===== src/rtl/ahb_pkg.sv =====
// Shared AHB-Lite encodings and the SRAM responder state encoding.
// Imported by the SRAM slave and its byte-enable helper.
package ahb_pkg;

    localparam logic [1:0] HTRANS_IDLE   = 2'b00;
    localparam logic [1:0] HTRANS_BUSY   = 2'b01;
    localparam logic [1:0] HTRANS_NONSEQ = 2'b10;
    localparam logic [1:0] HTRANS_SEQ    = 2'b11;

    localparam logic [2:0] HSIZE_BYTE = 3'b000;
    localparam logic [2:0] HSIZE_HALF = 3'b001;
    localparam logic [2:0] HSIZE_WORD = 3'b010;

    localparam logic HRESP_OKAY  = 1'b0;
    localparam logic HRESP_ERROR = 1'b1;

    typedef enum logic [2:0] {
        ST_IDLE,
        ST_RD_DATA,
        ST_WR_DATA,
        ST_WR_STALL,
        ST_ERR1,
        ST_ERR2
    } sram_state_t;

endpackage


===== src/rtl/ahb_sram_be_gen.sv =====
// Little-endian byte-enable generator for 32-bit AHB data lanes.
// Flags HALF/WORD transfers whose offset breaks natural alignment.
module ahb_sram_be_gen
    import ahb_pkg::*;
(
    input  logic [2:0] size,
    input  logic [1:0] off,
    output logic [3:0] be,
    output logic       misaligned
);

    // Lane mask and alignment check from transfer size and byte offset
    always_comb begin
        be         = 4'b0000;
        misaligned = 1'b0;
        case (size)
            HSIZE_BYTE: begin
                be = 4'b0001 << off;
            end
            HSIZE_HALF: begin
                be         = 4'b0011 << off;
                misaligned = off[0];
            end
            HSIZE_WORD: begin
                be         = 4'b1111;
                misaligned = (off != 2'b00);
            end
            default: begin
                be = 4'b0000;
            end
        endcase
    end

endmodule


===== src/rtl/ahb_sram_slave.sv =====
// AHB-Lite responder driving a single-port synchronous 32-bit SRAM.
// Optional write protection below WPROT_TOP: define AHB_SRAM_WPROT_EN.
module ahb_sram_slave
    import ahb_pkg::*;
#(
    parameter int          MEM_WORDS = 1024,
    parameter int          SRAM_AW   = 10,
    parameter logic [31:0] WPROT_TOP = 32'h0000_0100
) (
    input  logic               hclk,
    input  logic               rst,
    input  logic               hsel,
    input  logic [31:0]        haddr,
    input  logic               hwrite,
    input  logic [1:0]         htrans,
    input  logic [2:0]         hsize,
    input  logic [2:0]         hburst,
    input  logic [31:0]        hwdata,
    input  logic               hready,
    output logic               hreadyout,
    output logic               hresp,
    output logic [31:0]        hrdata,
    output logic               sram_cs,
    output logic               sram_we,
    output logic [SRAM_AW-1:0] sram_addr,
    output logic [3:0]         sram_be,
    output logic [31:0]        sram_wdata,
    input  logic [31:0]        sram_rdata
);

    sram_state_t        state;
    sram_state_t        state_nxt;
    sram_state_t        acc_nxt;

    logic [SRAM_AW-1:0] wr_addr;
    logic [2:0]         wr_size;
    logic [1:0]         wr_off;
    logic [31:0]        rdata_q;

    logic [3:0]         live_be;
    logic               live_mis;
    logic [3:0]         wr_be;
    logic               wr_mis;

    logic               acc;
    logic               bad_size;
    logic               oob;
    logic               wprot;
    logic               illegal;
    logic               rd_req;
    logic               rd_acc;
    logic               wr_acc;
    logic               err_acc;
    logic               unused;

    ahb_sram_be_gen u_live_be (
        .size       (hsize),
        .off        (haddr[1:0]),
        .be         (live_be),
        .misaligned (live_mis)
    );

    ahb_sram_be_gen u_wr_be (
        .size       (wr_size),
        .off        (wr_off),
        .be         (wr_be),
        .misaligned (wr_mis)
    );

    assign acc      = hsel & htrans[1] & hready;
    assign bad_size = (hsize > HSIZE_WORD);
    assign oob      = ({2'b00, haddr[31:2]} >= 32'(MEM_WORDS));

`ifdef AHB_SRAM_WPROT_EN
    assign wprot = hwrite & (haddr < WPROT_TOP);
`else
    assign wprot = 1'b0;
`endif

    assign illegal = bad_size | live_mis | oob | wprot;
    assign rd_acc  = acc & ~hwrite & ~illegal;
    assign wr_acc  = acc & hwrite & ~illegal;
    assign err_acc = acc & illegal;

    // A pending read seen while the write owns the SRAM; hready is
    // deliberately left out so hreadyout never loops back on itself.
    assign rd_req = hsel & htrans[1] & ~hwrite & ~illegal;

    assign unused = ^{hburst, live_be, wr_mis, WPROT_TOP};

    // Data-phase state chosen by the transfer accepted this cycle
    always_comb begin
        acc_nxt = ST_IDLE;
        unique case (1'b1)
            err_acc: acc_nxt = ST_ERR1;
            wr_acc:  acc_nxt = ST_WR_DATA;
            rd_acc:  acc_nxt = ST_RD_DATA;
            default: acc_nxt = ST_IDLE;
        endcase
    end

    // Next state and bus response
    always_comb begin
        state_nxt = acc_nxt;
        hreadyout = 1'b1;
        hresp     = HRESP_OKAY;
        case (state)
            ST_WR_DATA: begin
                if (rd_req) begin
                    hreadyout = 1'b0;
                    state_nxt = ST_WR_STALL;
                end
            end
            ST_ERR1: begin
                hreadyout = 1'b0;
                hresp     = HRESP_ERROR;
                state_nxt = ST_ERR2;
            end
            ST_ERR2: begin
                hresp = HRESP_ERROR;
            end
            default: begin
                state_nxt = acc_nxt;
            end
        endcase
        if (rst) begin
            hreadyout = 1'b1;
            hresp     = HRESP_OKAY;
        end
    end

    // SRAM port: write data phase has priority, else a fresh read
    always_comb begin
        sram_cs    = 1'b0;
        sram_we    = 1'b0;
        sram_addr  = haddr[SRAM_AW+1:2];
        sram_be    = 4'b0000;
        sram_wdata = hwdata;
        if (state == ST_WR_DATA) begin
            sram_cs   = 1'b1;
            sram_we   = 1'b1;
            sram_addr = wr_addr;
            sram_be   = wr_be;
        end else if (rd_acc) begin
            sram_cs = 1'b1;
            sram_be = 4'b1111;
        end
        if (rst) begin
            sram_cs = 1'b0;
            sram_we = 1'b0;
            sram_be = 4'b0000;
        end
    end

    // State register
    always_ff @(posedge hclk) begin
        if (rst) begin
            state <= ST_IDLE;
        end else begin
            state <= state_nxt;
        end
    end

    // Capture write address phase for the following data phase
    always_ff @(posedge hclk) begin
        if (rst) begin
            wr_addr <= '0;
            wr_size <= 3'b000;
            wr_off  <= 2'b00;
        end else if (wr_acc) begin
            wr_addr <= haddr[SRAM_AW+1:2];
            wr_size <= hsize;
            wr_off  <= haddr[1:0];
        end
    end

    // Hold last read data outside the read data phase
    always_ff @(posedge hclk) begin
        if (rst) begin
            rdata_q <= 32'h0;
        end else if (state == ST_RD_DATA) begin
            rdata_q <= sram_rdata;
        end
    end

    assign hrdata = (state == ST_RD_DATA) ? sram_rdata : rdata_q;

endmodule


===== config.mk =====
export PLATFORM = sky130hd
export DESIGN_NAME = ahb_sram_slave
export DESIGN_NICKNAME = d
export VERILOG_FILES = /design/src/rtl/ahb_pkg.sv /design/src/rtl/ahb_sram_be_gen.sv /design/src/rtl/ahb_sram_slave.sv
export SDC_FILE = /design/constraint.sdc
export NUM_CORES = 1
export LEC_CHECK = 0
export CORE_MARGIN = 3
export CORE_UTILIZATION = 36
export CTS_BUF_LIST = sky130_fd_sc_hd__clkbuf_2
export CTS_CLUSTER_SIZE = 12
export DETAILED_ROUTE_END_ITERATION = 16
export PLACE_DENSITY = 0.84
export SLEW_MARGIN = 30
export SYNTH_ARGS = -nofsm -noshare
export SYNTH_HDL_FRONTEND = slang
export SYNTH_SLANG_ARGS = --single-unit
export TNS_END_PERCENT = 50

===== constraint.sdc =====
create_clock -name hclk -period 3 [get_ports hclk]
set_input_delay 0.6 -clock hclk [delete_from_list [all_inputs] [get_ports hclk]]
set_output_delay 0.6 -clock hclk [all_outputs]
set_load 0.01 [all_outputs]

==> results of run 1 <==
## metal layers
layer | up-vias | part of all wire
li1 | 1128 | -
met1 | 1045 | 0.40
met2 | 93 | 0.51
met3 | 14 | 0.072
met4 | 0 | 0.018
met5 | - | 0
## power groups by stage
stage | combinational, mW | clock, mW | sequential [mW]
2_1_floorplan | 0.110 | 0 | 0.688
3_3_place_gp | 0.216 | 0 | 0.688
3_5_place_dp | 0.222 | 0 | 0.689
4_1_cts | 0.223 | 0.371 | 0.677
5_1_grt | 0.238 | 0.401 | 0.678
6_report | 0.221 | 0.355 | 0.676
## registers in the layout, indices dropped and copies added, names as in the netlist
register,count
wr_off,2
state,3
wr_size,3
wr_addr,10
rdata_q,32
## cell type report
| type | instances | area, sq um | share of cell area |
|---|---|---|---|
| clock buffers | 6 | 30.03 | 0.007605 |
| clock inverters | 2 | 37.54 | 0.009506 |
| inverters | 1 | 3.754 | 0.0009506 |
| multi-input cells | 192 | 1385 | 0.3508 |
| flip-flops and latches | 50 | 1003 | 0.2541 |
| well taps | 96 | 120.1 | 0.03042 |
| repair buffers | 137 | 1369 | 0.3466 |
## critical path, delay by kind of cell
kind,cells,cell delay [ps]
buffers and inverters,2,630
AOI/OAI and AO/OA,2,500
and+or+nand+nor,2,620
## repair_timing
action,4_1_cts,5_1_grt
resized for setup,39,24
endpoints found under the setup margin,7,8
setup buffers,2,0
pin swaps,12,10
## final timing paths
kind | from | endpoint | slack (ps) | cells after the start
max | hsize[1] | sram_be[2] | 40 | 6
min | haddr[1] | wr_off[1] | 450 | 3
max reg2reg | state[0] | rdata_q[30] | 1490 | 4
min reg2reg | wr_addr[7] | wr_addr[7] | 480 | 2
## metrics by stage
stage / hold WS [ps] / utilization
floorplan: 435.0 / -
global placement: 442.5 / 0.5458
detailed placement: 449.2 / 0.5458
CTS: 478.8 / 0.5620
global route: 411.8 / 0.5717
finish: 448.8 / 0.5717
## cells by family (layout without fill, tap and decap cells)
logic type / after synthesis / in the layout
buf+inv: 47 / 146
compound gates: 18 / 18
simple gates: 128 / 128
mux: 46 / 46
flops: 50 / 50
## cell usage in the layout (no fill, tap or decap), drive strengths merged, types with 2 or more instances in the layout
master,n
a21oi,8
and2,32
buf,19
clkbuf,6
clkdlybuf4s15,2
clkdlybuf4s50,92
dfxtp,50
dlygate4sd2,6
dlymetal6s2s,18
mux2,32
mux2i,14
nand2,60
nand2b,2
nand3b,2
nor2,8
nor2b,2
nor3,5
nor3b,3
nor4,6
o21ai,4
o31ai,2
or3b,2
or4,2
==> metrics.txt, run 1 <==
YS warnings 0; final critical-path share of the clock period 0.9871; 1st-pass router iterations 4; initial DRC count 45; Cells after Synth 289; vias approximately 2300; XOR/XNOR share of the synthesized area 0; total gr overflow 0; slowest CP cell or4_4; Synth Area per Inst 9.057 sq um; P_leak 1.716 nW; clock sinks 50; clock latency on the worst-skew pair 410 ps; clock transition at the registers of the reported paths 260 ps; Setup TNS 0 ps; area leader, netlist dfxtp_1; synth unique cells 33; MaxCap Viol Count 0; Final Power 1.252 mW; number of flops mapped to enable cells by yosys 0; fillers 616; Mapped Area 2618 sq um; Sw Share 0.2344; post-synthesis async set-or-reset flop share 0; critical path class input port to output pin; Worst VDD drop 0.0001921 V; CP max stage delay around 540 ps; clock skew 16.72 ps; vias per cell between 4 and 5; fin crit period 2961 ps; Slew @ Worst Pin 392.8 ps; critical path launch point type input port; die area 8330 sq um; pre-CTS WS -641.4 ps; part of the power in the clock network 0.283; vias in the first global route 2340; H-tree depth 2; met3 Use GR 0.05137; PortBufs 122; Fin. Hold Viols 0; CP endpoint kind output pin; share of the synthesized area in the top cell type 0.3824; Die H 91.27 um; Combinational Power Share 0.177; first-pass GRT wire length ~11000 um; Post-route DRC 0; root buf cell clkbuf_2; largest family of logic cells by synthesized area simple AND/OR/NAND/NOR gates; Net Count, Synth 398; cts bufs inserted 5; final slew viol count 0; Layout area overhead 50.86%; placed wire-length estimate 5199 um; P_int 0.9585 mW; Hold Path Class input port to flop; CTS tree done; fin cells 484; PwrDens 317.0 nW/um^2; WP data arrival 2360 ps; mux cell area share after synthesis 0.1912; Worst Path Max Fanout 3; post-synthesis simple-gate area fraction 0.2653; Final Cell Area 3949 sq um; WP data required 2400 ps; Nets a little under 500; GRT busiest layer met2; largest net degree at the start of global routing 36; Inst Count DP 474; Die Wd 91.27 um; Slew HR 0.7361; Placement Cell Area 3770 sq um; maximum clock path buffer count 2; worst path cell trace clkdlybuf4s50_1 -> a21oi_2 -> nor2_2 -> or4_4 -> a2111oi_4 -> buf_2; FF+latch count, synth 50; grt met1 use 0.1776; final worst slack slightly below 40 ps; share of cells above drive strength 1 0.2165; std cell rows 30; Flop pwr share 0.540; Adder-Cell Fraction of Synth Area 0; CTS Hold Bufs 0; most frequent cell after synthesis nand2_1; commonest cells in the netlist nand2_1, dfxtp_1, and2_1, buf_4, mux2_2; final WL 6742 um; # IOs 191; sequential share of the synthesized area 0.3824; met2 GRT Util 0.2845; Sw Pwr between 0.2 and 0.3 mW; Synth Flop Type dfxtp_1; status finished, final reports clean; initial core utilization 0.3790; top post-synthesis cells by area dfxtp_1, mux2_2, buf_4; Core ar. 6907 sq um; Routed WL per cell between 10 and 15 um; RD Place Congestion 0.8218; setup violators final 0; Final ANT Viol Nets 0; ANT cells 0; f_max 0.3377 GHz; antenna violations before repair 0; Global Route Usage Sum 0.1588; post-synthesis compound-gate area fraction 0.04350
No activity file was read; power rests on OpenSTA's default activity.
==> run 2, diff against run 1 <==
Settings changed: GPL_TIMING_DRIVEN from default to 1.
==> results of run 2 <==
Final layout, timing and power as in run 1 (identical DEF).
